**src/rtl/cpu_wb_arbiter_pkg.sv**
```systemverilog
// Shared CPU constants and the buffered MDU result type for the writeback arbiter.
package cpu_wb_arbiter_pkg;

    localparam int REG_W = 5;
    localparam int XLEN  = 32;

    localparam logic [REG_W-1:0] ZERO_REG = '0;

    typedef struct packed {
        logic [REG_W-1:0] rd;
        logic [XLEN-1:0]  wd;
    } wb_entry_t;

endpackage

```
**src/rtl/cpu_wb_fifo.sv**
```systemverilog
// In-order MDU result buffer with a parallel {valid, rd} view of every slot for hazard compare.
module cpu_wb_fifo
    import cpu_wb_arbiter_pkg::*;
#(
    parameter int DEPTH = 2
) (
    input  logic                         clk_i,
    input  logic                         rst_n_i,
    input  logic                         push_i,
    input  logic [REG_W-1:0]             push_rd_i,
    input  logic [XLEN-1:0]              push_wd_i,
    input  logic                         pop_i,
    output logic                         full_o,
    output logic                         empty_o,
    output logic [REG_W-1:0]             head_rd_o,
    output logic [XLEN-1:0]              head_wd_o,
    output logic [DEPTH-1:0]             ent_valid_o,
    output logic [DEPTH-1:0][REG_W-1:0]  ent_rd_o
);

    localparam int PW = $clog2(DEPTH);
    localparam int CW = PW + 1;

    logic [PW-1:0] wr_ptr_q, rd_ptr_q;
    logic [CW-1:0] count_q;
    wb_entry_t     mem_q [DEPTH];

    always_ff @(posedge clk_i) begin
        if (!rst_n_i) begin
            wr_ptr_q <= '0;
            rd_ptr_q <= '0;
            count_q  <= '0;
        end else begin
            if (push_i) wr_ptr_q <= wr_ptr_q + 1'b1;
            if (pop_i)  rd_ptr_q <= rd_ptr_q + 1'b1;
            count_q <= count_q + CW'(push_i) - CW'(pop_i);
        end
    end

    always_ff @(posedge clk_i) begin
        if (push_i) mem_q[wr_ptr_q] <= '{rd: push_rd_i, wd: push_wd_i};
    end

    assign full_o    = (count_q == CW'(DEPTH));
    assign empty_o   = (count_q == '0);
    assign head_rd_o = mem_q[rd_ptr_q].rd;
    assign head_wd_o = mem_q[rd_ptr_q].wd;

    // A slot is live when its distance from the read pointer is below the fill count.
    for (genvar i = 0; i < DEPTH; i++) begin : g_view
        logic [PW-1:0] off;
        assign off            = PW'(i) - rd_ptr_q;
        assign ent_valid_o[i] = ({1'b0, off} < count_q);
        assign ent_rd_o[i]    = mem_q[i].rd;
    end

endmodule

```
**src/rtl/cpu_wb_arbiter.sv**
```systemverilog
// Shares the register-file write port between pipeline writeback and buffered MDU results,
// with a starvation stall and RAW/WAW hazard flags against buffered entries.
module cpu_wb_arbiter
    import cpu_wb_arbiter_pkg::*;
#(
    parameter int DEPTH        = 2,
    parameter int STARVE_LIMIT = 4
) (
    input  logic             clk,
    input  logic             rst_n,
    input  logic             pipe_we,
    input  logic [REG_W-1:0] pipe_rd,
    input  logic [XLEN-1:0]  pipe_wd,
    input  logic             mdu_valid,
    output logic             mdu_ready,
    input  logic [REG_W-1:0] mdu_rd,
    input  logic [XLEN-1:0]  mdu_wd,
    input  logic [REG_W-1:0] rs1,
    input  logic [REG_W-1:0] rs2,
    output logic             hazard,
    output logic             stall,
    output logic             rf_we3,
    output logic [REG_W-1:0] rf_a3,
    output logic [XLEN-1:0]  rf_wd3
);

    localparam int SW = $clog2(STARVE_LIMIT + 1);
    localparam logic [SW-1:0] STARVE_MAX = SW'(STARVE_LIMIT);

    logic                        fifo_full, fifo_empty, enq, pop;
    logic [REG_W-1:0]            head_rd;
    logic [XLEN-1:0]             head_wd;
    logic [DEPTH-1:0]            ent_valid;
    logic [DEPTH-1:0][REG_W-1:0] ent_rd;
    logic                        pipe_req, raw, waw, fifo_wr, pipe_wr;
    logic [SW-1:0]               starve_cnt_q, starve_cnt_d;

    cpu_wb_fifo #(.DEPTH(DEPTH)) u_fifo (
        .clk_i       (clk),
        .rst_n_i     (rst_n),
        .push_i      (enq),
        .push_rd_i   (mdu_rd),
        .push_wd_i   (mdu_wd),
        .pop_i       (pop),
        .full_o      (fifo_full),
        .empty_o     (fifo_empty),
        .head_rd_o   (head_rd),
        .head_wd_o   (head_wd),
        .ent_valid_o (ent_valid),
        .ent_rd_o    (ent_rd)
    );

    // Results to x0 are acknowledged but never buffered.
    assign mdu_ready = rst_n && !fifo_full;
    assign enq       = mdu_valid && mdu_ready && (mdu_rd != ZERO_REG);
    assign pipe_req  = pipe_we && (pipe_rd != ZERO_REG);

    always_comb begin
        raw = 1'b0;
        waw = 1'b0;
        for (int i = 0; i < DEPTH; i++) begin
            if (ent_valid[i]) begin
                if (rs1 != ZERO_REG && rs1 == ent_rd[i]) raw = 1'b1;
                if (rs2 != ZERO_REG && rs2 == ent_rd[i]) raw = 1'b1;
                if (pipe_req && pipe_rd == ent_rd[i])    waw = 1'b1;
            end
        end
    end

    assign hazard = raw || waw;
    assign stall  = !fifo_empty && (starve_cnt_q == STARVE_MAX);

    always_comb begin
        fifo_wr = 1'b0;
        pipe_wr = 1'b0;
        if (stall)                fifo_wr = 1'b1;
        else if (pipe_req && !waw) pipe_wr = 1'b1;
        else if (!fifo_empty)     fifo_wr = 1'b1;
    end

    assign pop    = fifo_wr && rst_n;
    assign rf_we3 = rst_n && (fifo_wr || pipe_wr);
    assign rf_a3  = fifo_wr ? head_rd : (pipe_wr ? pipe_rd : ZERO_REG);
    assign rf_wd3 = fifo_wr ? head_wd : (pipe_wr ? pipe_wd : '0);

    always_comb begin
        starve_cnt_d = starve_cnt_q;
        if (pop || fifo_empty)             starve_cnt_d = '0;
        else if (starve_cnt_q != STARVE_MAX) starve_cnt_d = starve_cnt_q + 1'b1;
    end

    always_ff @(posedge clk) begin
        if (!rst_n) starve_cnt_q <= '0;
        else        starve_cnt_q <= starve_cnt_d;
    end

endmodule
```
**config.mk**
```make
export PLATFORM = sky130hd
export DESIGN_NAME = cpu_wb_arbiter
export DESIGN_NICKNAME = d
export VERILOG_FILES = /design/src/rtl/cpu_wb_arbiter_pkg.sv /design/src/rtl/cpu_wb_fifo.sv /design/src/rtl/cpu_wb_arbiter.sv
export SDC_FILE = /design/constraint.sdc
export NUM_CORES = 1
export LEC_CHECK = 0
export ABC_AREA = 1
export CAP_MARGIN = 20
export CORE_MARGIN = 2
export CORE_UTILIZATION = 33
export DETAILED_ROUTE_END_ITERATION = 8
export PLACE_DENSITY_LB_ADDON = 0.2
export SYNTH_ARGS = -nofsm -noshare
export SYNTH_HDL_FRONTEND = slang
export SYNTH_SLANG_ARGS = --single-unit
```
**constraint.sdc**
```tcl
create_clock -name clk -period 5.6 [get_ports clk]
set_input_delay 0.56 -clock clk [delete_from_list [all_inputs] [get_ports clk]]
set_output_delay 0.56 -clock clk [all_outputs]
set_load 0.05 [all_outputs]
```
==> impl.org, run 1 <==
** Clock network
- CTS built an H-tree with a depth of 3.
- TritonCTS buffer count :: 9
- Gates resized during post-CTS repair numbered 0.
- In this run the deepest clock path goes through 2 buffers.
- In this run the clock root is driven by a sky130_fd_sc_hd__clkbuf_16.
- Counting every sink on the clock net gives 82.
- For the worst-skew pair, the clock arrives at the later sink with an insertion delay of 0.33 ns.
- Number of buffers inserted for hold repair after clock tree synthesis :: 0
- Clock-pin slew reported for the worst setup and hold paths after clock tree synthesis :: about 0.06 ns
- TritonCTS built the clock tree.
- In this run the post-CTS setup repair buffer count came out at 0.

** Worst hold path
- Capture endpoint of the worst hold path :: starve_cnt_q[0]
- In this run the worst hold path is classified as reg -> reg.
- Worst Hold Launch :: starve_cnt_q[0]
- Worst Hold Path Cells :: 1

** Worst setup path
- Measured in cells, the most critical reg-to-reg path has a length of 14.
- Path type of the worst setup path :: reg -> out
- Among cell families on the critical path, the largest total delay comes from buffers and inverters.
- Data on the critical path is required at its endpoint by roughly 5.0 ns.
- The slowest stage of the critical path is the sky130_fd_sc_hd__clkdlybuf4s50_1 cell.
- The worst setup path is launched from a register.
- Slowest Stage Delay on Critical Path :: 0.87 ns
- Crit path capture type :: output port
- Data arrival, critical path :: roughly 3.5 ns
- The critical path contains buffers and inverters numbering 3 combined.
- Register-to-Register Setup Slack :: around 2.7 ns
- Reg-to-reg startpoint :: u_fifo.count_q[0]
- In this run the critical register-to-register path is captured at u_fifo.count_q[1].
- Cell-by-cell trace of the critical path :: nor2_2 -> inv_2 -> nand2_1 -> nor2_1 -> nand3_2 -> nand4_2 -> buf_4 -> nand3_1 -> o21ai_2 -> clkdlybuf4s50_1
- In this run the worst path has a maximum fanout of 41.

** Drt
- Total number of vias :: 3204
- After detailed routing, the average wire length per cell comes to between 10 and 15 um.
- Violation count after the first detailed-route iteration :: about 170
- DRC viols :: 0
- Number of routed nets with antenna violations :: 0
- The final layout contains routed wiring with a total length of ~9800 um.
- Per-cell via count in the routed design :: ~4.6
- The first detailed-routing pass took 4 iterations.

** Floorplanning
- Number of cell rows :: slightly above 40
- I/O pin count :: about 130
- DIE AREA :: around 14000 um2
- The die is approximately 120 um tall.
- The total area inside the core boundary comes to about 13000 um2.
- Horizontal extent of the die :: approximately 120 um
- Initial core utilization :: 33.6%

** STA
- Total negative setup slack :: 0 ns
- Period minus WS final :: 4.10 ns
- Setup violations remaining at the end of the flow were counted as 0.
- Setup repair after global routing missed its margin :: no
- Pin slew with the least headroom to its limit :: between 0.9 and 1 ns
- After layout, the worst setup slack is roughly 1.5 ns.
- Minimum hold slack :: roughly 0.44 ns
- Skew final :: 0.00468 ns
- Highest achievable clock rate :: roughly 0.24 GHz
- Fin. Hold Viols :: 0
- The worst path uses between 70 and 80% of the clock period.
- The worst pin sits at a relative slew slack of 36.8%.
- Final max-slew violation count :: 0

** Place
- Detailed placement finished with a half-perimeter wire length of ~7200 um.
- At the placement stage, the worst setup path has a slack of around 1.5 ns.
- Final estimated routing congestion in global placement :: a little over 0.8
- Number of buffers added on ports :: between 100 and 150
- After detailed placement, the design holds a cell count of roughly 680.

** Yosys
- Summed over all instances, the cell type with the most area after synthesis is sky130_fd_sc_hd__edfxtp_1.
- Syn nets :: 485
- Synth top area cells :: sky130_fd_sc_hd__edfxtp_1 (53%), sky130_fd_sc_hd__mux2_2 (9.1%), sky130_fd_sc_hd__nand3_1 (5.2%), sky130_fd_sc_hd__inv_1 (4.9%), sky130_fd_sc_hd__o21ai_2 (4.1%)
- For this run, asynchronously set or reset flops after synthesis account for 0%.
- Number of unique standard cell types used by synthesis :: 26
- Of the post-synthesis cell area, the dominant cell type holds around 53%.
- Mapped cell area :: 4230 um2
- Synthesized area per cell :: 10.8 um2
- Warnings from Yosys :: 0
- Post-Syn Instances :: approximately 400
- Most common flop cell mapped by yosys :: sky130_fd_sc_hd__edfxtp_1
- Sequential fraction of the synthesis area :: approximately 56%
- After synthesis the netlist holds a flip-flop and latch count of approximately 80.
- Post-synth EDFFs :: between 70 and 80

** Layout
- The post-route netlist has between 15 and 20% of its cells at a drive strength greater than 1.
- Compared with the post-synthesis result, the final layout area differs by 42.8%.
- The repair_antennas step left the layout with diodes totalling 0.
- Final core utilization :: about 48%
- Number of standard cells in the layout, taps in and fillers out :: around 700
- Net total in the final layout :: about 600

** Global routing
- Initial antenna violation count :: 0
- Overflow left after global routing :: 0
- The first global-routing pass estimated roughly 15000 um of wire.
- Number of global-route vias before repair :: between 3k and 4k
- For this run, the total global-route usage over all layers was measured as 14.6%.
- Pin count of the biggest net entering global routing :: between 40 and 50

** Power and ir drop
- Leakage :: about 2.3 nW
- Pwr dens :: a little over 300 nW/um2
- The worst-case IR drop observed on VDD is ~0.00012 V.

** Run status
- The flow ran to the end, and the final reports show no timing, DRC or antenna violations.

** Job
- Number of maximum-capacitance violations :: 0
==> per-layer routing <==
metal	GRT usage [%]	share of wire [%]
met5	0	0
met3	2.57	5.1
met2	26.4	51
met4	6.20	2.0
met1	17.1	42
==> area by class of cell <==
| type | instances | area (um2) |
|---|---|---|
| Timing Repair Buffer | 132 | 1350 |
| Fill cell | 1182 | 6540 |
| Clock inverter | 6 | 90.1 |
| Inverter | 60 | 225 |
| Tap cell | 172 | 215 |
| Clock buffer | 9 | 225 |
| Multi-Input combinational cell | 235 | 1540 |
| Sequential cell | 82 | 2380 |
==> sequential cells by signal, indices dropped and copies added, names as in the netlist, named ones only <==
| name | cells |
|---|---|
| u_fifo.rd_ptr_q | 1 |
| starve_cnt_q | 3 |
| u_fifo.mem_q | 74 |
| u_fifo.count_q | 2 |
| u_fifo.wr_ptr_q | 1 |
==> synthesized netlist by cell type (3+ instances only) <==
cell and instances:
sky130_fd_sc_hd__edfxtp_1 74, sky130_fd_sc_hd__inv_1 55, sky130_fd_sc_hd__nand2_1 45, sky130_fd_sc_hd__nand3_1 44
sky130_fd_sc_hd__mux2_2 34, sky130_fd_sc_hd__o21ai_0 25, sky130_fd_sc_hd__nor2_1 21, sky130_fd_sc_hd__o21ai_2 20
sky130_fd_sc_hd__xnor2_1 13, sky130_fd_sc_hd__xor2_1 11, sky130_fd_sc_hd__clkbuf_1 8, sky130_fd_sc_hd__dfxtp_1 8
sky130_fd_sc_hd__nor3_1 6, sky130_fd_sc_hd__inv_2 5, sky130_fd_sc_hd__a21oi_1 4, sky130_fd_sc_hd__ha_1 4
sky130_fd_sc_hd__buf_2 3, sky130_fd_sc_hd__buf_6 3, sky130_fd_sc_hd__nand4_1 3
==> logic make-up after synthesis <==
logic type | synth area share [%]
buffers and inverters | 7.49
AOI/OAI and AO/OA | 7.58
and+or+nand+nor | 13.3
DFF | 56.4
muxes | 9.06
adders and majority gates | 1.18
xor gates and xnor gates | 4.97
==> worst max path at each step <==
stage,start,endpoint,slack (ns),depth (start not counted)
final,u_fifo.count_q[0],rf_a3[4],1.50,10
after global routing,u_fifo.count_q[0],rf_a3[4],1.20,10
after CTS,u_fifo.count_q[0],rf_wd3[2],1.45,11
after detailed placement,pipe_rd[4],rf_wd3[2],1.51,10
after global placement,pipe_rd[4],rf_wd3[2],1.57,10
after floorplan,rst_n,u_fifo.mem_q[1][0],2.42,4
==> metrics by stage <==
stage | area (um2) | power, mW
after floorplan | 4230 | 1.07
after global placement | 5660 | 1.26
after detailed placement | 5720 | 1.27
after CTS | 6030 | 1.89
after global routing | 6030 | 1.95
final | 6030 | 1.87
==> power breakdown <==
part	switching, mW	total (mW)	internal (mW)
Clock	0.232	0.622	0.390
Sequential	0.0273	0.731	0.704
Combinational	0.312	0.517	0.205
==> worst reg2reg max path, delay by kind of cell, from the launching register on <==
family | cells | cell delay (ns)
simple gates | 7 | 1.08
buf+inv | 2 | 0.61
flops | 1 | 0.39
fa+ha+maj | 2 | 0.38
compound gates | 2 | 0.21
xor+xnor | 1 | 0.14
==> cell usage in the layout (no fill, tap or decap), types with 13 or more instances in the layout <==
cell type / instances
sky130_fd_sc_hd__nand3_1: 44
sky130_fd_sc_hd__edfxtp_1: 74
sky130_fd_sc_hd__xnor2_1: 13
sky130_fd_sc_hd__nor2_1: 19
sky130_fd_sc_hd__o21ai_2: 20
sky130_fd_sc_hd__nand2_1: 45
sky130_fd_sc_hd__mux2_2: 34
sky130_fd_sc_hd__o21ai_0: 25
sky130_fd_sc_hd__inv_1: 55
sky130_fd_sc_hd__clkdlybuf4s50_1: 128
Power figures use the tool's default switching activity.
==> run 2: changes to the inputs <==
- clock period: 5.6 -> 3.75 ns (I/O delays scaled with it)
==> run 2 against run 1 <==
Effect of this change:
- register-to-register slack got worse by 1.4 ns
- combinational power is 80% higher
- clock power increased by 33%
- critical endpoint is now rf_wd3[2]
==> impl.org, run 2 (synthesis results as in run 1) <==
** STA
- Period minus WS final :: between 2 and 3 ns
- Final max-slew violation count :: 0 (unchanged)
- Highest achievable clock rate :: 0.352 GHz
- Final setup violating endpoints :: 0 (unchanged)
- The worst hold slack came to 0.449 ns (was 0.443 ns).
- Normalized max-slew margin :: 34.6% (was 36.8%)
- Part of the cycle the worst path needs :: 75.8%
- Fin. Hold Viols :: 0 (unchanged)
- Setup repair after global routing missed its margin: no (unchanged).
- Total negative setup slack :: 0 ns (unchanged)
- The post-route clock skew came to 0.00795 ns (was 0.00468 ns).
- Fin worst setup slack :: 0.908 ns (was 1.50 ns)
- Pin slew with the least headroom to its limit :: 0.981 ns (was 0.948 ns)

** Drt
- DRC viols :: 0 (unchanged)
- Total number of vias :: 3139 (was 3204)
- The remaining antenna violation count was 0 (unchanged).
- The wire length reported by the detailed router came to 10000 um (was 9840 um).
- Routed wire per std cell :: 14.4 um (was 14.1 um)
- The via count normalized by instance count was 4.48 (was 4.60).
- Length of the first detailed-routing pass in iterations :: 4 (unchanged)
- Violation count after the first detailed-route iteration :: 147 (was 168)

** Clock network
- CTS max path bufs :: 2 (unchanged)
- The insertion delay of the later-clocked pin in the worst-skew pair was 0.33 ns (about the same).
- The setup fix buffers added after clock tree synthesis is 0 (unchanged).
- The total clock sinks was 82 (unchanged).
- Number of buffers inserted for hold repair after clock tree synthesis :: 0 (unchanged)
- The clock transition at the register clock pins on the worst setup and hold paths after CTS is 0.06 ns (about the same).
- The number of gates given a new drive strength after cts was 0 (unchanged).
- The clock tree root driver cell is sky130_fd_sc_hd__clkbuf_16 (unchanged).
- The depth of the CTS H-tree is 3 (unchanged).
- TritonCTS clock tree :: yes (unchanged)
- The number of clock buffers inserted by TritonCTS came to 9 (unchanged).

** Global routing
- Wire length of the first global-routing pass :: 15600 um (was 15400 um)
- Number of global-route vias before repair :: 3227 (was 3209)
- Pin count of the biggest net entering global routing :: 41 (was 42)
- The total global routing track utilization is 15.0% (was 14.6%).
- The initial antenna violation count was 0 (unchanged).
- The total global routing overflow came to 0 (unchanged).

** Floorplanning
- I/O pin count :: 129 (unchanged)
- The initial cell density of the core was 33.6% (unchanged).
- The row count came to 41 (unchanged).
- The total core area is 12600 um2 (unchanged).
- The width of the die came to 117 um (unchanged).
- Height of the die :: 117 um (unchanged)
- The area of the die is 13700 um2 (unchanged).

** Layout
- The most frequent standard cell in the layout excluding fill and tap cells is sky130_fd_sc_hd__clkdlybuf4s50_1 (unchanged).
- Number of standard cells in the layout, taps in and fillers out :: 700 (was 696)
- The total inserted antenna cells is 0 (unchanged).
- The area added between synthesis and finish is 51.2% (was 42.8%).
- Final core utilization :: 50.8% (was 48.0%)
- Largest registers ranked by flip-flop count :: u_fifo.mem_q: 74 flops, starve_cnt_q: 3 flops, u_fifo.count_q: 2 flops (unchanged)
- Max reg flops :: 74 (unchanged)
- The net total in the final layout came to 615 (was 612).
- Largest register by flop count :: u_fifo.mem_q (unchanged)
- The area of all placed cells without fillers is 6390 um2 (was 6030 um2).
- Fraction of layout cells with a size suffix above 1 :: 24.2% (was 16.4%)
- Most frequent cells in the layout :: sky130_fd_sc_hd__clkdlybuf4s50_1 (90), sky130_fd_sc_hd__edfxtp_1 (74), sky130_fd_sc_hd__inv_1 (55) (was sky130_fd_sc_hd__clkdlybuf4s50_1 (128), sky130_fd_sc_hd__edfxtp_1 (74), sky130_fd_sc_hd__inv_1 (55))

** Place
- The setup slack at placement is 0.862 ns (was 1.51 ns).
- The number of cells after detailed placement came to 684 (was 681).
- Placement Cell Area :: 6100 um2 (was 5720 um2)
- DP HPWL :: 7360 um (was 7200 um)
- Number of buffers added on ports :: 128 (unchanged)
- Final estimated routing congestion in global placement :: 0.832 (about the same)

** Worst setup path
- Data arrival, critical path :: 2.47 ns (was 3.54 ns)
- Register-to-Register Setup Slack :: 1.32 ns (was 2.71 ns)
- The maximum fanout encountered on the critical timing path came to 15 (was 41).
- Crit path capture type :: output port (unchanged)
- The critical path data required time was 3.38 ns (was 5.04 ns).
- Path type of the worst setup path :: in -> out (was reg -> out)
- The category of the worst setup path launch point was a primary input (was register).

** Power and ir drop
- Overall power of the completed layout :: 2.85 mW (was 1.87 mW)
- Leakage :: 2.46 nW (was 2.27 nW)
- The maximum VDD drop came to 0.000194 V (was 0.000120 V).
- Net Switching :: 0.909 mW (was 0.571 mW)
- Net switching share of the total power :: 31.9% (was 30.5%)
- The clock share of power came to 29.0% (was 33.3%).
- The internal power of the cells was 1.94 mW (was 1.30 mW).
- The proportion of power drawn by flip-flops and latches is 38.3% (was 39.1%).
- Pwr dens :: 446 nW/um2 (was 310 nW/um2)
- The fraction of power consumed by combinational cells came to 32.7% (was 27.6%).

** Run status
- Status :: complete, no violations (unchanged)

** Job
- Number of maximum-capacitance violations :: 0 (unchanged)

** Worst hold path
- Path class of the lowest-slack min-delay path :: reg -> reg (unchanged)
run 2: cell count changes in the layout (fill, tap and decap cells not counted):
cell,before,now
sky130_fd_sc_hd__buf_12,0,40
sky130_fd_sc_hd__clkdlybuf4s50_1,128,90
sky130_fd_sc_hd__buf_4,2,5
sky130_fd_sc_hd__buf_16,2,0
sky130_fd_sc_hd__bufinv_16,2,0
sky130_fd_sc_hd__inv_8,0,2
sky130_fd_sc_hd__clkinvlp_4,1,2
run 2: power by group through the flow:
stage | Sequential, mW | Combinational, mW | Clock [mW]
after floorplan | 1.09 | 0.507 | 0
after global placement | 1.11 | 0.936 | 0
after detailed placement | 1.11 | 0.944 | 0
after CTS | 1.09 | 0.948 | 0.853
after global routing | 1.10 | 0.996 | 0.885
final | 1.09 | 0.933 | 0.827
run 2: area by class of cell:
type	instances	area, um2
clock inverters	7	60.1
multi-input cells	235	1540
well taps	172	215
inverters	60	225
repair buffers	135	1740
clock buffers	9	225
flip-flops and latches	82	2380
fillers	1134	6180
run 2: critical path: stages:
cell	delay [ns]
sky130_fd_sc_hd__clkdlybuf4s50_1	0.52
sky130_fd_sc_hd__inv_1	0.11
sky130_fd_sc_hd__nand3_1	0.09
sky130_fd_sc_hd__o21ai_0	0.10
sky130_fd_sc_hd__inv_2	0.11
sky130_fd_sc_hd__nand4_2	0.35
sky130_fd_sc_hd__buf_4	0.35
sky130_fd_sc_hd__nand3_1	0.07
sky130_fd_sc_hd__o21ai_0	0.17
sky130_fd_sc_hd__buf_12	0.20
run 2: routing by layer:
layer  part of all wire, %  track usage [%]
met2                    51             26.1
met3                   6.0             4.07
met5                     0                0
met4                   1.5             5.41
met1                    41             17.7
run 2: path summary, 6_finish.rpt:
kind                       start                 to  cells after the start
max                   pipe_rd[4]          rf_wd3[2]                     10
max reg2reg  u_fifo.mem_q[1][32]  u_fifo.count_q[1]                     14
min reg2reg      starve_cnt_q[0]    starve_cnt_q[0]                      1
min              starve_cnt_q[0]    starve_cnt_q[0]                      1
